<file path="src/rtl/sdr_pkg.sv">
// Shared SDRAM definitions: command encodings, address widths, default timing
// and the in-burst column increment used for read tags.
package sdr_pkg;

    localparam logic [2:0] CMD_NOP       = 3'b111;
    localparam logic [2:0] CMD_ACTIVE    = 3'b011;
    localparam logic [2:0] CMD_READ      = 3'b101;
    localparam logic [2:0] CMD_WRITE     = 3'b100;
    localparam logic [2:0] CMD_PRECHARGE = 3'b010;

    localparam int BA_W  = 2;
    localparam int ROW_W = 13;
    localparam int COL_W = 9;
    localparam int TAG_W = BA_W + COL_W;

    localparam int DEF_CAS_LAT   = 3;
    localparam int DEF_BURST_LEN = 4;

    typedef logic [TAG_W-1:0] rd_tag_t;

    // SDRAM bursts wrap the low column bits inside the burst-aligned window.
    function automatic logic [COL_W-1:0] col_wrap_inc(input logic [COL_W-1:0] col,
                                                      input int burst_len);
        logic [COL_W-1:0] mask;
        mask = COL_W'(burst_len - 1);
        return (col & ~mask) | ((col + COL_W'(1)) & mask);
    endfunction

endpackage

</file>
<file path="src/rtl/sdr_rd_capture_if.sv">
// Snooped SDRAM command/DQ bus plus the user-side read-data handshake.
// rd_tag exists only when SDR_RD_CAPTURE_TAG_EN is defined.
interface sdr_rd_capture_if #(parameter int DW = 16) ();
    import sdr_pkg::*;

    logic             sdr_nCS;
    logic             sdr_nRAS;
    logic             sdr_nCAS;
    logic             sdr_nWE;
    logic [BA_W-1:0]  sdr_BA;
    logic [ROW_W-1:0] sdr_A;
    logic [DW-1:0]    sdr_DQ_in;

    logic [DW-1:0]    rd_data;
    logic             rd_valid;
    logic             rd_last;
    logic             rd_ready;
    logic             rd_busy;
    logic             rd_ovf;
`ifdef SDR_RD_CAPTURE_TAG_EN
    rd_tag_t          rd_tag;

    modport master (output sdr_nCS, sdr_nRAS, sdr_nCAS, sdr_nWE, sdr_BA, sdr_A, sdr_DQ_in,
                    output rd_ready,
                    input  rd_data, rd_valid, rd_last, rd_busy, rd_ovf, rd_tag);
    modport slave  (input  sdr_nCS, sdr_nRAS, sdr_nCAS, sdr_nWE, sdr_BA, sdr_A, sdr_DQ_in,
                    input  rd_ready,
                    output rd_data, rd_valid, rd_last, rd_busy, rd_ovf, rd_tag);
`else
    modport master (output sdr_nCS, sdr_nRAS, sdr_nCAS, sdr_nWE, sdr_BA, sdr_A, sdr_DQ_in,
                    output rd_ready,
                    input  rd_data, rd_valid, rd_last, rd_busy, rd_ovf);
    modport slave  (input  sdr_nCS, sdr_nRAS, sdr_nCAS, sdr_nWE, sdr_BA, sdr_A, sdr_DQ_in,
                    input  rd_ready,
                    output rd_data, rd_valid, rd_last, rd_busy, rd_ovf);
`endif

endinterface

</file>
<file path="src/rtl/sdr_sync_fifo.sv">
// Synchronous first-word-fall-through FIFO; a push while full is accepted only
// when a pop happens on the same edge.
module sdr_sync_fifo #(
    parameter int W     = 17,
    parameter int DEPTH = 16
) (
    input  logic         clk,
    input  logic         rst,
    input  logic         push,
    input  logic [W-1:0] din,
    input  logic         pop,
    output logic [W-1:0] dout,
    output logic         full,
    output logic         empty
);

    localparam int AW = $clog2(DEPTH);

    logic [W-1:0] mem [DEPTH];
    logic [AW:0]  wr_ptr;
    logic [AW:0]  rd_ptr;
    logic         wr_en;
    logic         rd_en;

    // The extra pointer bit separates full from empty when the indices match.
    assign empty = (wr_ptr == rd_ptr);
    assign full  = (wr_ptr[AW] != rd_ptr[AW]) && (wr_ptr[AW-1:0] == rd_ptr[AW-1:0]);
    assign wr_en = push && (!full || pop);
    assign rd_en = pop && !empty;
    assign dout  = mem[rd_ptr[AW-1:0]];

    always_ff @(posedge clk) begin
        if (rst) begin
            wr_ptr <= '0;
            rd_ptr <= '0;
        end else begin
            if (wr_en) wr_ptr <= wr_ptr + (AW+1)'(1);
            if (rd_en) rd_ptr <= rd_ptr + (AW+1)'(1);
        end
    end

    always_ff @(posedge clk) begin
        if (wr_en) mem[wr_ptr[AW-1:0]] <= din;
    end

endmodule

</file>
<file path="src/rtl/sdr_rd_capture.sv">
// SDRAM read-data capture: snoops READ commands, samples DQ after CAS latency
// and queues words with a last marker. Optional rd_tag via SDR_RD_CAPTURE_TAG_EN.
module sdr_rd_capture import sdr_pkg::*; #(
    parameter int CAS_LAT    = DEF_CAS_LAT,
    parameter int IN_DLY     = 0,
    parameter int BURST_LEN  = DEF_BURST_LEN,
    parameter int FIFO_DEPTH = 16,
    parameter int DW         = 16
) (
    input  logic             clk,
    input  logic             rst,
    sdr_rd_capture_if.slave  bus
);

    localparam int L  = CAS_LAT + IN_DLY;
    localparam int CW = (BURST_LEN > 1) ? $clog2(BURST_LEN) : 1;
`ifdef SDR_RD_CAPTURE_TAG_EN
    localparam int EW = DW + 1 + TAG_W;
`else
    localparam int EW = DW + 1;
`endif

    localparam logic [0:0] S_IDLE = 1'b0;
    localparam logic [0:0] S_CAP  = 1'b1;

    logic          read_det;
    logic [L-1:0]  pipe;
    logic          pipe_out;
    logic [0:0]    state;
    logic [CW-1:0] cnt;
    logic          cap_en;
    logic          cap_last;
    logic [EW-1:0] push_word;
    logic [EW-1:0] head_word;
    logic          fifo_full;
    logic          fifo_empty;
    logic          pop;
    logic          ovf_q;

    assign read_det = !bus.sdr_nCS && ({bus.sdr_nRAS, bus.sdr_nCAS, bus.sdr_nWE} == CMD_READ);
    assign pipe_out = pipe[L-1];

    always_ff @(posedge clk) begin
        if (rst) pipe <= '0;
        else     pipe <= {pipe[L-2:0], read_det};
    end

    // A pipeline hit captures word 0 on the same edge, so it overrides (truncates)
    // whatever burst is in progress; cnt counts words still owed after this edge.
    assign cap_en   = pipe_out || (state == S_CAP);
    assign cap_last = pipe_out ? (BURST_LEN == 1) : (cnt == '0);

    always_ff @(posedge clk) begin
        if (rst) begin
            state <= S_IDLE;
            cnt   <= '0;
        end else if (pipe_out) begin
            if (BURST_LEN > 1) begin
                state <= S_CAP;
                cnt   <= CW'(BURST_LEN - 2);
            end else begin
                state <= S_IDLE;
            end
        end else if (state == S_CAP) begin
            if (cnt == '0) state <= S_IDLE;
            else           cnt   <= cnt - CW'(1);
        end
    end

`ifdef SDR_RD_CAPTURE_TAG_EN
    rd_tag_t tag_pipe [L];
    rd_tag_t burst_tag;
    rd_tag_t cur_tag;
    logic    unused_row_bits;

    assign unused_row_bits = ^bus.sdr_A[ROW_W-1:COL_W];

    always_ff @(posedge clk) begin
        if (rst) begin
            for (int i = 0; i < L; i++) tag_pipe[i] <= '0;
        end else begin
            tag_pipe[0] <= {bus.sdr_BA, bus.sdr_A[COL_W-1:0]};
            for (int i = 1; i < L; i++) tag_pipe[i] <= tag_pipe[i-1];
        end
    end

    assign cur_tag = pipe_out ? tag_pipe[L-1] : burst_tag;

    always_ff @(posedge clk) begin
        if (rst)         burst_tag <= '0;
        else if (cap_en) burst_tag <= {cur_tag[TAG_W-1:COL_W],
                                       col_wrap_inc(cur_tag[COL_W-1:0], BURST_LEN)};
    end

    assign push_word  = {cur_tag, cap_last, bus.sdr_DQ_in};
    assign bus.rd_tag = bus.rd_valid ? head_word[EW-1 -: TAG_W] : '0;
`else
    logic unused_addr_bits;

    assign unused_addr_bits = ^{bus.sdr_BA, bus.sdr_A};
    assign push_word        = {cap_last, bus.sdr_DQ_in};
`endif

    sdr_sync_fifo #(
        .W     (EW),
        .DEPTH (FIFO_DEPTH)
    ) u_fifo (
        .clk   (clk),
        .rst   (rst),
        .push  (cap_en),
        .din   (push_word),
        .pop   (pop),
        .dout  (head_word),
        .full  (fifo_full),
        .empty (fifo_empty)
    );

    assign pop = bus.rd_valid && bus.rd_ready;

    always_ff @(posedge clk) begin
        if (rst)                              ovf_q <= 1'b0;
        else if (cap_en && fifo_full && !pop) ovf_q <= 1'b1;
    end

    // Outputs read as zero while empty so an idle bus never shows stale memory.
    assign bus.rd_valid = !fifo_empty;
    assign bus.rd_data  = bus.rd_valid ? head_word[DW-1:0] : '0;
    assign bus.rd_last  = bus.rd_valid && head_word[DW];
    assign bus.rd_busy  = (|pipe) || (state == S_CAP);
    assign bus.rd_ovf   = ovf_q;

endmodule

</file>
<file path="src/flat_wrapper.sv">
// flat-port wrapper written by rule: the top's interface ports become plain ports
module sdr_rd_capture_flat import sdr_pkg::*;
#(
    parameter int CAS_LAT    = DEF_CAS_LAT,
    parameter int IN_DLY     = 0,
    parameter int BURST_LEN  = DEF_BURST_LEN,
    parameter int FIFO_DEPTH = 16,
    parameter int DW         = 16
)
  (clk, rst, bus_sdr_nCS, bus_sdr_nRAS, bus_sdr_nCAS, bus_sdr_nWE, bus_sdr_BA, bus_sdr_A, bus_sdr_DQ_in, bus_rd_ready, bus_rd_data, bus_rd_valid, bus_rd_last, bus_rd_busy, bus_rd_ovf);
  sdr_rd_capture_if #(.DW(DW)) bus_i ();
  input  logic clk;
  input  logic rst;
  input wire logic [$bits(bus_i.sdr_nCS)-1:0] bus_sdr_nCS;
  input wire logic [$bits(bus_i.sdr_nRAS)-1:0] bus_sdr_nRAS;
  input wire logic [$bits(bus_i.sdr_nCAS)-1:0] bus_sdr_nCAS;
  input wire logic [$bits(bus_i.sdr_nWE)-1:0] bus_sdr_nWE;
  input wire logic [$bits(bus_i.sdr_BA)-1:0] bus_sdr_BA;
  input wire logic [$bits(bus_i.sdr_A)-1:0] bus_sdr_A;
  input wire logic [$bits(bus_i.sdr_DQ_in)-1:0] bus_sdr_DQ_in;
  input wire logic [$bits(bus_i.rd_ready)-1:0] bus_rd_ready;
  output wire logic [$bits(bus_i.rd_data)-1:0] bus_rd_data;
  output wire logic [$bits(bus_i.rd_valid)-1:0] bus_rd_valid;
  output wire logic [$bits(bus_i.rd_last)-1:0] bus_rd_last;
  output wire logic [$bits(bus_i.rd_busy)-1:0] bus_rd_busy;
  output wire logic [$bits(bus_i.rd_ovf)-1:0] bus_rd_ovf;
  assign bus_i.sdr_nCS = bus_sdr_nCS;
  assign bus_i.sdr_nRAS = bus_sdr_nRAS;
  assign bus_i.sdr_nCAS = bus_sdr_nCAS;
  assign bus_i.sdr_nWE = bus_sdr_nWE;
  assign bus_i.sdr_BA = bus_sdr_BA;
  assign bus_i.sdr_A = bus_sdr_A;
  assign bus_i.sdr_DQ_in = bus_sdr_DQ_in;
  assign bus_i.rd_ready = bus_rd_ready;
  assign bus_rd_data = bus_i.rd_data;
  assign bus_rd_valid = bus_i.rd_valid;
  assign bus_rd_last = bus_i.rd_last;
  assign bus_rd_busy = bus_i.rd_busy;
  assign bus_rd_ovf = bus_i.rd_ovf;
  sdr_rd_capture #(.CAS_LAT(CAS_LAT), .IN_DLY(IN_DLY), .BURST_LEN(BURST_LEN), .FIFO_DEPTH(FIFO_DEPTH), .DW(DW)) u_core (.clk(clk), .rst(rst), .bus(bus_i));
endmodule
</file>
<file path="config.mk">
export PLATFORM = sky130hd
export DESIGN_NAME = sdr_rd_capture_flat
export DESIGN_NICKNAME = d
export VERILOG_FILES = /design/src/rtl/sdr_pkg.sv /design/src/rtl/sdr_rd_capture_if.sv /design/src/rtl/sdr_sync_fifo.sv /design/src/rtl/sdr_rd_capture.sv /design/src/flat_wrapper.sv
export SDC_FILE = /design/constraint.sdc
export NUM_CORES = 1
export LEC_CHECK = 0
export CORE_ASPECT_RATIO = 1.25
export CORE_MARGIN = 2
export CORE_UTILIZATION = 55
export CTS_CLUSTER_DIAMETER = 120
export DETAILED_ROUTE_END_ITERATION = 8
export MAX_ROUTING_LAYER = met4
export PLACE_DENSITY = 0.81
export RECOVER_POWER = 50
export SLEW_MARGIN = 20
export SYNTH_ARGS = -nofsm -noshare
export SYNTH_HDL_FRONTEND = slang
export SYNTH_SLANG_ARGS = --single-unit
</file>
<file path="constraint.sdc">
create_clock -name clk -period 3.4 [get_ports clk]
set_clock_uncertainty 0.05 [all_clocks]
set_input_delay 1.02 -clock clk [delete_from_list [all_inputs] [get_ports clk]]
set_output_delay 1.02 -clock clk [all_outputs]
set_load 0.01 [all_outputs]
</file>
Yosys cells after proc, flatten, opt, wreduce, memory -nomap -nowiden
Memory sizes are Yosys's and may differ from the RTL's. A register that Yosys moved wholly into a read port is not among the register bits. Cells that the tools add are included.

Bits in writable memories: 272. Memories kept: 1. Flip-flop bits (word level): 17. Word-level logic and storage cells: 50. Input port bits: 38.

Memories: u_core.u_fifo.mem (depth 16, width 17, read ports 1, clocked after memory_dff 1, wr ports 1, RTL line sdr_sync_fifo.sv:19) `logic [W-1:0] mem [DEPTH];`.

Bitwise operators: 1. Muxes and demuxes: 12. Reduce and logical (&&, ||, !) cells: 21. Equal/unequal tests: 5. Add/subtract/negate cells: 3.

Operator list (number): 2-to-1 mux 16 bit (1); adder 5 x 1 -> 5 bit (second input constant) (2); logical AND 1 bit (8); 2-to-1 mux 4 bit (2); 2-to-1 mux 1 bit (6); 2-to-1 mux 2 bit (3); == test 5 bit (1); == test 4 bit (1); logical NOT 1 bit (4); AND reduction 2 bit (2); == test 3 bit (second input constant) (1); logical OR 1 bit (3); OR reduction 3 bit (1); logical NOT 2 bit (1); inequality test 2 x 1 -> 1 bit (second input constant) (1); nonzero test 2 bit (1); OR reduction 2 bit (1); subtractor 2 x 1 -> 2 bit (second input constant) (1); inequality test 1 bit (1); inverter 1 bit (1).

Depth between registers and ports, before layout
Gate-level depths: netlist (run 1).

Word-level depth: 7. Mapped depth: 7. Mapped depth without buffers: 4.

Cells and area by module
Synthesis (run 1) repeated with hierarchy kept, for this count alone.

Cells, all modules: 508. Area, all modules: 11342.1 sq um.

Modules (own cells, without submodules): sdr_sync_fifo (seq. area each 8448.1 sq um, cells each 463, times used 1, area an instance 10975.5 sq um); sdr_rd_capture (seq. area each 140.1 sq um, cells each 45, times used 1, area an instance 366.6 sq um).

Worst setup path before layout (run 1)
No wires, ideal clock.

Path type: input-to-reg. Start: input port bus_rd_ready. End: register u_core.u_fifo.wr_ptr[4]. Arrival: 2507 ps. Setup time: 121 ps. Required time: 3229 ps. Setup slack: 722 ps. Stages on the path: 3. Path through: nor2_1 a21oi_1 mux2_2.

Cells in the longest elaborated chain, start to end: 3.

RTL lines: start: declaration (RTL line flat_wrapper.sv:21) `input wire logic [$bits(bus_i.rd_ready)-1:0] bus_rd_ready;`; logical AND 1 bit (RTL line sdr_rd_capture.sv:118) `assign pop = bus.rd_valid && bus.rd_ready;`; logical OR 1 bit (RTL line sdr_sync_fifo.sv:28) `assign wr_en = push && (!full || pop);`; logical AND 1 bit (RTL line sdr_sync_fifo.sv:28); end signal: assignment (RTL line sdr_sync_fifo.sv:37) `if (wr_en) wr_ptr <= wr_ptr + (AW+1)'(1);`; end: declaration (RTL line sdr_sync_fifo.sv:20) `logic [AW:0] wr_ptr;`.

Every way passes these cells. A chain may end at the register's enable or synchronous reset.

==> results.sh, run 1 <==
export IMPL_status="finished clean"
export IMPL_fmax_mhz=298.1
export IMPL_ys_ff_latch=293
export IMPL_fin_cells=955
export IMPL_synth_fp_nets=591
export IMPL_p_leak_nw=4.467
export IMPL_h_tree_depth=1
export IMPL_dp_cells=871
export IMPL_rsz0062_at_grt="true"
export IMPL_grt_max_degree=25
export IMPL_post_dp_cell_area_um2=12370
export IMPL_finalHoldViolCount=0
export IMPL_grt_pass1_wl_um=39880
export IMPL_remaining_drc_errors=0
export IMPL_switching_share_pct=19.36
export IMPL_slew_headroom_pct=34.19
export IMPL_hpwl_um=14440
export IMPL_syn_inst=548
export IMPL_synth_main_ff_cell="edfxtp_1"
export IMPL_gr_total_overflow=0
export IMPL_hold_ws_ns=0.4157
export IMPL_cp_max_fo=10
export IMPL_hold_class="reg2reg"
export IMPL_place_ws_ns=0.1911
export IMPL_ant_nets=0
export IMPL_ios=58
export IMPL_vias=6147
export IMPL_seqPwrFrac_pct=56.9
export IMPL_drt_iter0_markers=806
export IMPL_syn_mean_instance_area_um2=20.67
export IMPL_initial_core_util_pct=56.15
export IMPL_finalNetCount=708
export IMPL_cts_made_buffers=27
export IMPL_p_comb_share_pct=1.7
export IMPL_worst_slack_ns=0.04487
export IMPL_arrival_ns=2.29
export IMPL_path_clk_slew_ns=0.06
export IMPL_cts_buffer_depth=3
export IMPL_final_cell_area_um2=13830
export IMPL_routedWlPerCell_um=28.61
export IMPL_rrSetupSlack_ns=1.09
export IMPL_p_per_area_nw_per_um2=499.9
export IMPL_maxSlewViolCount=0
export IMPL_synth_cell_types=44
export IMPL_ys_warn_count=0
export IMPL_syn_to_final_growth_pct=22.10
export IMPL_drive_gt1_share_pct=35.53
export IMPL_clock_sinks=293
export IMPL_p_clk_share_pct=41.4
export IMPL_setup_viol=0
export IMPL_vias_per_cell=6.437
export IMPL_io_buffers=42
export IMPL_layout_min_cycle_time_ns=3.355
export IMPL_post_route_period_util_pct=98.68
export IMPL_start_kind="flop"
export IMPL_fin_setup_tns_ns=0
export IMPL_cts_root_buf="clkbuf_16"
export IMPL_die_w_um=132.4
export IMPL_cts_tree="built"
export IMPL_internal_power_mw=5.576
export IMPL_worstPathRequired_ns=2.33
export IMPL_drt_pass1_iter_count=5
export IMPL_yosysSeqAreaShare_pct=75.82
export IMPL_drv_cap=0
export IMPL_vdd_ir_drop_max_mv=0.3338
export IMPL_reg2regPathDepth=6
export IMPL_rr_startpoint="u_core.u_fifo.rd_ptr[4]"
export IMPL_die_h_um=164.5
export IMPL_worst_pin_slew_ns=0.9871
export IMPL_min_path_cells=1
export IMPL_cp_end_kind="primary output"
export IMPL_async_flop_share_pct=0
export IMPL_place_congestion=0.8091
export IMPL_track_usage_pct=25.99
export IMPL_crit_path_end="bus_rd_last"
export IMPL_clk_latency_ns=0.52
export IMPL_crit_type="reg2out"
export IMPL_core_area_um2=20170
export IMPL_synth_edf_count=272
export IMPL_rows=58
export IMPL_antenna_found_initial=1
export IMPL_netSwitchingPower_mw=1.339
export IMPL_grt_pass1_vias=6396
export IMPL_routed_wl_um=27320
export IMPL_netlist_area_um2=11330
export IMPL_r2r_end="u_core.u_fifo.mem[2][8]"
export IMPL_die_area_um2=21770
-- critical path, cell delays in order, from the launching register on --
cell            delay (ns)
dfxtp_4               0.37
buf_12                0.14
buf_12                0.13
buf_4                 0.11
mux4_2                0.51
o22ai_2               0.24
nor3_4                0.08
dlymetal6s2s_1        0.18
-- through the flow --
step	util (%)	power [mW]
2_1_floorplan	-	4.041
3_3_place_gp	61.34	4.110
3_5_place_dp	61.34	4.120
4_1_cts	67.55	6.923
5_1_grt	68.56	7.082
6_report	68.56	6.915
-- cell families (layout without fill, tap and decap cells) --
family | count (synthesis) | in the layout | share of synthesized area (%)
other cells | 0 | 1 | 0
simple gates | 85 | 86 | 4.496
compound gates | 50 | 50 | 2.894
xor+xnor | 5 | 5 | 0.3866
flops | 293 | 293 | 75.82
fa+ha+maj | 5 | 5 | 0.5523
mux | 76 | 76 | 14.30
buf+inv | 34 | 169 | 1.546
-- cell type report --
cell class | count | area (µm²)
Clock buffer | 31 | 690.7
Clock inverter | 17 | 132.6
Sequential cell | 293 | 8603
Inverter | 5 | 18.77
Tap cell | 270 | 337.8
Timing Repair Buffer | 116 | 1222
Fill cell | 1245 | 6344
Multi-Input combinational cell | 222 | 2823
Antenna cell | 1 | 2.502
-- cell usage after synthesis (5+ instances only) --
library cell	instances	share of area, %
nor2_1	13	0.43
inv_1	5	0.17
mux2_2	7	0.70
ha_1	5	0.55
nor2b_1	9	0.50
mux4_2	68	14
nor3_2	9	0.80
buf_2	10	0.44
xnor2_1	5	0.39
nor3_1	11	0.49
o22ai_1	34	1.9
nand2_1	7	0.23
and3_1	15	0.83
edfxtp_1	272	72
clkbuf_1	10	0.33
nand3_1	5	0.22
dfxtp_1	21	3.7
-- layout by cell type, fill, tap and decap left out, types with 12 or more instances in the layout --
master,Yosys,layout
edfxtp_1,272,272
mux4_2,68,68
buf_4,2,45
clkbuf_16,0,27
o22ai_2,0,20
dlygate4sd3_1,0,17
and3_1,15,15
buf_12,0,15
nor2_1,13,13
dfxtp_1,21,13
nor3_2,9,12
-- timing repair --
item / CTS / global route
hold buffers: 0 / 0
gates cloned: 3 / 1
setup endpoints to repair: 18 / 16
pin swaps: 3 / 3
buffers inserted: 17 / 15
gates resized for setup: 60 / 37
-- per-layer routing --
layer | GRT usage (%) | vias to the layer above | part of all wire, %
met3 | 3.806 | 75 | 9.3
met5 | - | - | 0
li1 | - | 2518 | -
met4 | 7.283 | 0 | 3.5
met2 | 45.43 | 434 | 52
met1 | 32.17 | 3120 | 35
-- power by group through the flow --
| stage | logic (mW) | clock network, mW | registers, mW |
|---|---|---|---|
| 2_1_floorplan | 0.0299 | 0 | 4.01 |
| 3_3_place_gp | 0.0996 | 0 | 4.01 |
| 3_5_place_dp | 0.108 | 0 | 4.01 |
| 4_1_cts | 0.116 | 2.87 | 3.93 |
| 5_1_grt | 0.126 | 3.03 | 3.93 |
| 6_report | 0.118 | 2.87 | 3.93 |
-- worst min path at each step --
stage,endpoint,start
4_1_cts,u_core.pipe[2],u_core.pipe[1]
5_1_grt,u_core.pipe[2],u_core.pipe[1]
3_5_place_dp,u_core.pipe[2],u_core.pipe[1]
3_3_place_gp,u_core.pipe[2],u_core.pipe[1]
6_report,u_core.pipe[2],u_core.pipe[1]
2_1_floorplan,u_core.pipe[2],u_core.pipe[1]
-- registers in the layout, indices dropped and copies added, names as in the netlist, named ones only --
register	flops
u_core.u_fifo.wr_ptr	5
u_core.state	1
u_core.bus.rd_ovf	1
u_core.cnt	2
u_core.pipe	3
u_core.u_fifo.mem	272
u_core.u_fifo.rd_ptr	5
Power figures use the tool's default switching activity.
==> run 2, diff against run 1 <==
==> constraint.sdc (replaced) <==
create_clock -name clk -period 3.6 [get_ports clk]
set_clock_uncertainty 0.05 [all_clocks]
set_input_delay 1.08 -clock clk [delete_from_list [all_inputs] [get_ports clk]]
set_output_delay 1.08 -clock clk [all_outputs]
set_load 0.05 [all_outputs]
==> run 2 against run 1 <==
Highest routed layer unchanged. Global-route usage fell by 1.8 points. Critical path depth fell by 1. Design area fell by 4.2%. Via count fell by 5.1%.
==> results.sh, run 2 (synthesis gave the netlist of run 1 again) <==
export IMPL_grt_pass1_vias=6055
export IMPL_grt_max_degree=69
export IMPL_cts_setup_buffers=0
export IMPL_layout_min_cycle_time_ns=3.532
export IMPL_startpoint="u_core.u_fifo.wr_ptr[3]"
export IMPL_slowest_delay_ns=0.49
export IMPL_final_cell_area_um2=13250
export IMPL_crit_type="reg2out"
export IMPL_cpMaxStageDelayCell="nor3_1"
export IMPL_utilization_pct=65.69
export IMPL_post_route_period_util_pct=98.10
export IMPL_wl_met2_um=12980
export IMPL_vias=5835
export IMPL_finalNetCount=669
export IMPL_grt_pass1_wl_um=37090
export IMPL_drive_gt1_share_pct=27.75
export IMPL_fin_setup_tns_ns=0
export IMPL_cts_root_buf="clkbuf_16"
export IMPL_cp_end_kind="primary output"
export IMPL_r2r_end="u_core.u_fifo.wr_ptr[4]"
export IMPL_hpwl_um=14520
export IMPL_worst_pin_slew_ns=1.408
export IMPL_final_cell_mix="edfxtp_1, mux4_2, o22ai_1, buf_4, clkbuf_16"
export IMPL_worstPathCellList="xnor2_1 > and4_1 > and2_4 > buf_4 > nor3_1 > buf_12"
export IMPL_cts_made_buffers=27
export IMPL_start_kind="flop"
export IMPL_netSwitchingPower_mw=1.239
export IMPL_die_h_um=164.5
export IMPL_rows=58
export IMPL_die_w_um=132.4
export IMPL_cts_buffer_depth=3
export IMPL_layout_commonest_cell="edfxtp_1"
export IMPL_cp_depth=6
export IMPL_die_area_um2=21770
export IMPL_rr_startpoint="u_core.u_fifo.wr_ptr[3]"
export IMPL_postCtsHoldBufs=0
export IMPL_clk_latency_ns=0.53
export IMPL_io_buffers=42
export IMPL_syn_to_final_growth_pct=17.00
export IMPL_dr_max_layer_used="met4"
export IMPL_status="finished clean"
export IMPL_gr_total_overflow=0
export IMPL_ios=58
export IMPL_arrival_ns=2.40
export IMPL_switching_share_pct=18.86
export IMPL_routed_wl_um=24810
export IMPL_largest_reg_flops=272
export IMPL_cp_max_fo=7
export IMPL_n_fill_cell=1319
export IMPL_initial_core_util_pct=56.15
export IMPL_drv_cap=0
export IMPL_internal_power_mw=5.331
export IMPL_rrSetupSlack_ns=0.87
export IMPL_cp_buffers_inverters=2
export IMPL_cts_tree="built"
export IMPL_p_per_area_nw_per_um2=495.7
export IMPL_vdd_ir_drop_max_mv=0.3832
export IMPL_crit_family="simple AND/OR/NAND/NOR gates"
export IMPL_worst_slack_ns=0.06835
export IMPL_antenna_diode_count=0
export IMPL_wl_met1_um=9194
export IMPL_seqPwrFrac_pct=56.5
export IMPL_p_clk_share_pct=41.7
export IMPL_fmax_mhz=283.2
export IMPL_core_area_um2=20170
export IMPL_drt_pass1_iter_count=6
export IMPL_place_ws_ns=0.3217
export IMPL_setup_viol=0
export IMPL_hold_start="u_core.pipe[1]"
export IMPL_whs_endpoint="u_core.pipe[2]"
export IMPL_place_congestion=0.8748
export IMPL_vias_per_cell=6.377
export IMPL_worstPathRequired_ns=2.47
export IMPL_drt_iter0_markers=737
export IMPL_clock_sinks=293
export IMPL_slew_headroom_pct=6.122
export IMPL_rsz0062_at_grt="false"
export IMPL_track_usage_pct=24.15
export IMPL_remaining_drc_errors=0
export IMPL_min_path_cells=1
export IMPL_p_comb_share_pct=1.7
export IMPL_p_total_mw=6.570
export IMPL_hold_class="reg2reg"
export IMPL_antenna_found_initial=0
export IMPL_met3_length_um=1734
export IMPL_finalHoldViolCount=0
export IMPL_reg2regPathDepth=6
export IMPL_post_dp_cell_area_um2=12400
export IMPL_p_leak_nw=4.161
export IMPL_routedWlPerCell_um=27.11
export IMPL_maxSlewViolCount=0
export IMPL_path_clk_slew_ns=0.06
export IMPL_h_tree_depth=1
export IMPL_ant_nets=0
[run 2: changes by cell type in the layout (fill, tap and decap cells not counted), sizes merged, moves of 2 or more]
cell / change
clkbuf: -6
dlygate4sd2: -5
dlymetal6s2s: -3
bufbuf: -2
clkdlybuf4s15: -3
buf: -20
[run 2: how the worst max path moves through the flow]
| stage | end | slack (ns) |
|---|---|---|
| after floorplan | bus_rd_data[10] | 0.15 |
| after global placement | u_core.u_fifo.mem[13][13] | 0.42 |
| after detailed placement | u_core.u_fifo.mem[13][13] | 0.32 |
| after CTS | bus_rd_data[9] | 0.03 |
| after global routing | bus_rd_data[6] | 0.004 |
| final | bus_rd_data[11] | 0.07 |
[run 2: power by group through the flow]
| stage | clock network (mW) | logic (mW) | registers (mW) |
|---|---|---|---|
| finish | 2.74 | 0.113 | 3.71 |
| global placement | 0 | 0.109 | 3.79 |
| global route | 2.89 | 0.121 | 3.71 |
| CTS | 2.77 | 0.117 | 3.72 |
| floorplan | 0 | 0.0364 | 3.79 |
| detailed placement | 0 | 0.116 | 3.79 |
[run 2: layout make-up]
type	instances	area, µm²	share of cell area (%)
Clock inverter	18	158.9	1.199
Inverter	5	18.77	0.1416
Clock buffer	30	686.9	5.183
Timing Repair Buffer	78	874.6	6.599
Sequential cell	293	8592	64.83
Tap cell	270	337.8	2.549
Multi-Input combinational cell	221	2584	19.50
[run 2: per-layer routing]
metal  vias up  track usage, %
met5         -               -
met4         0           8.651
met3        72           2.977
met2       318           41.87
met1      3012           29.76
li1       2433               -
[run 2: what timing repair did]
action | CTS | global route
resized for setup | 1 | 3
setup endpoints to repair | 1 | 5
hold endpoints to repair | 0 | 0
[run 2: worst register-to-register path: cells and delay by family, from the launching register on]
kind | cells | cell delay [ns]
buffers and inverters | 2 | 1.22
AOI/OAI and AO/OA | 1 | 0.13
and+or+nand+nor | 1 | 0.21
xor gates and xnor gates | 1 | 0.13
DFF | 1 | 0.45
muxes | 1 | 0.43
[run 2: stage by stage]
stage               std cells  hold slack [ns]
finish                    915           0.4254
global route              915           0.4334
CTS                       915           0.4199
detailed placement        867           0.4122
global placement          867           0.3955
floorplan                 548           0.3809
==> run 3, diff against run 2 <==
CTS_CLUSTER_DIAMETER = default   (was 120)
==> results of run 3 <==
The final DEF is identical to that of run 2; final timing and power are the same.
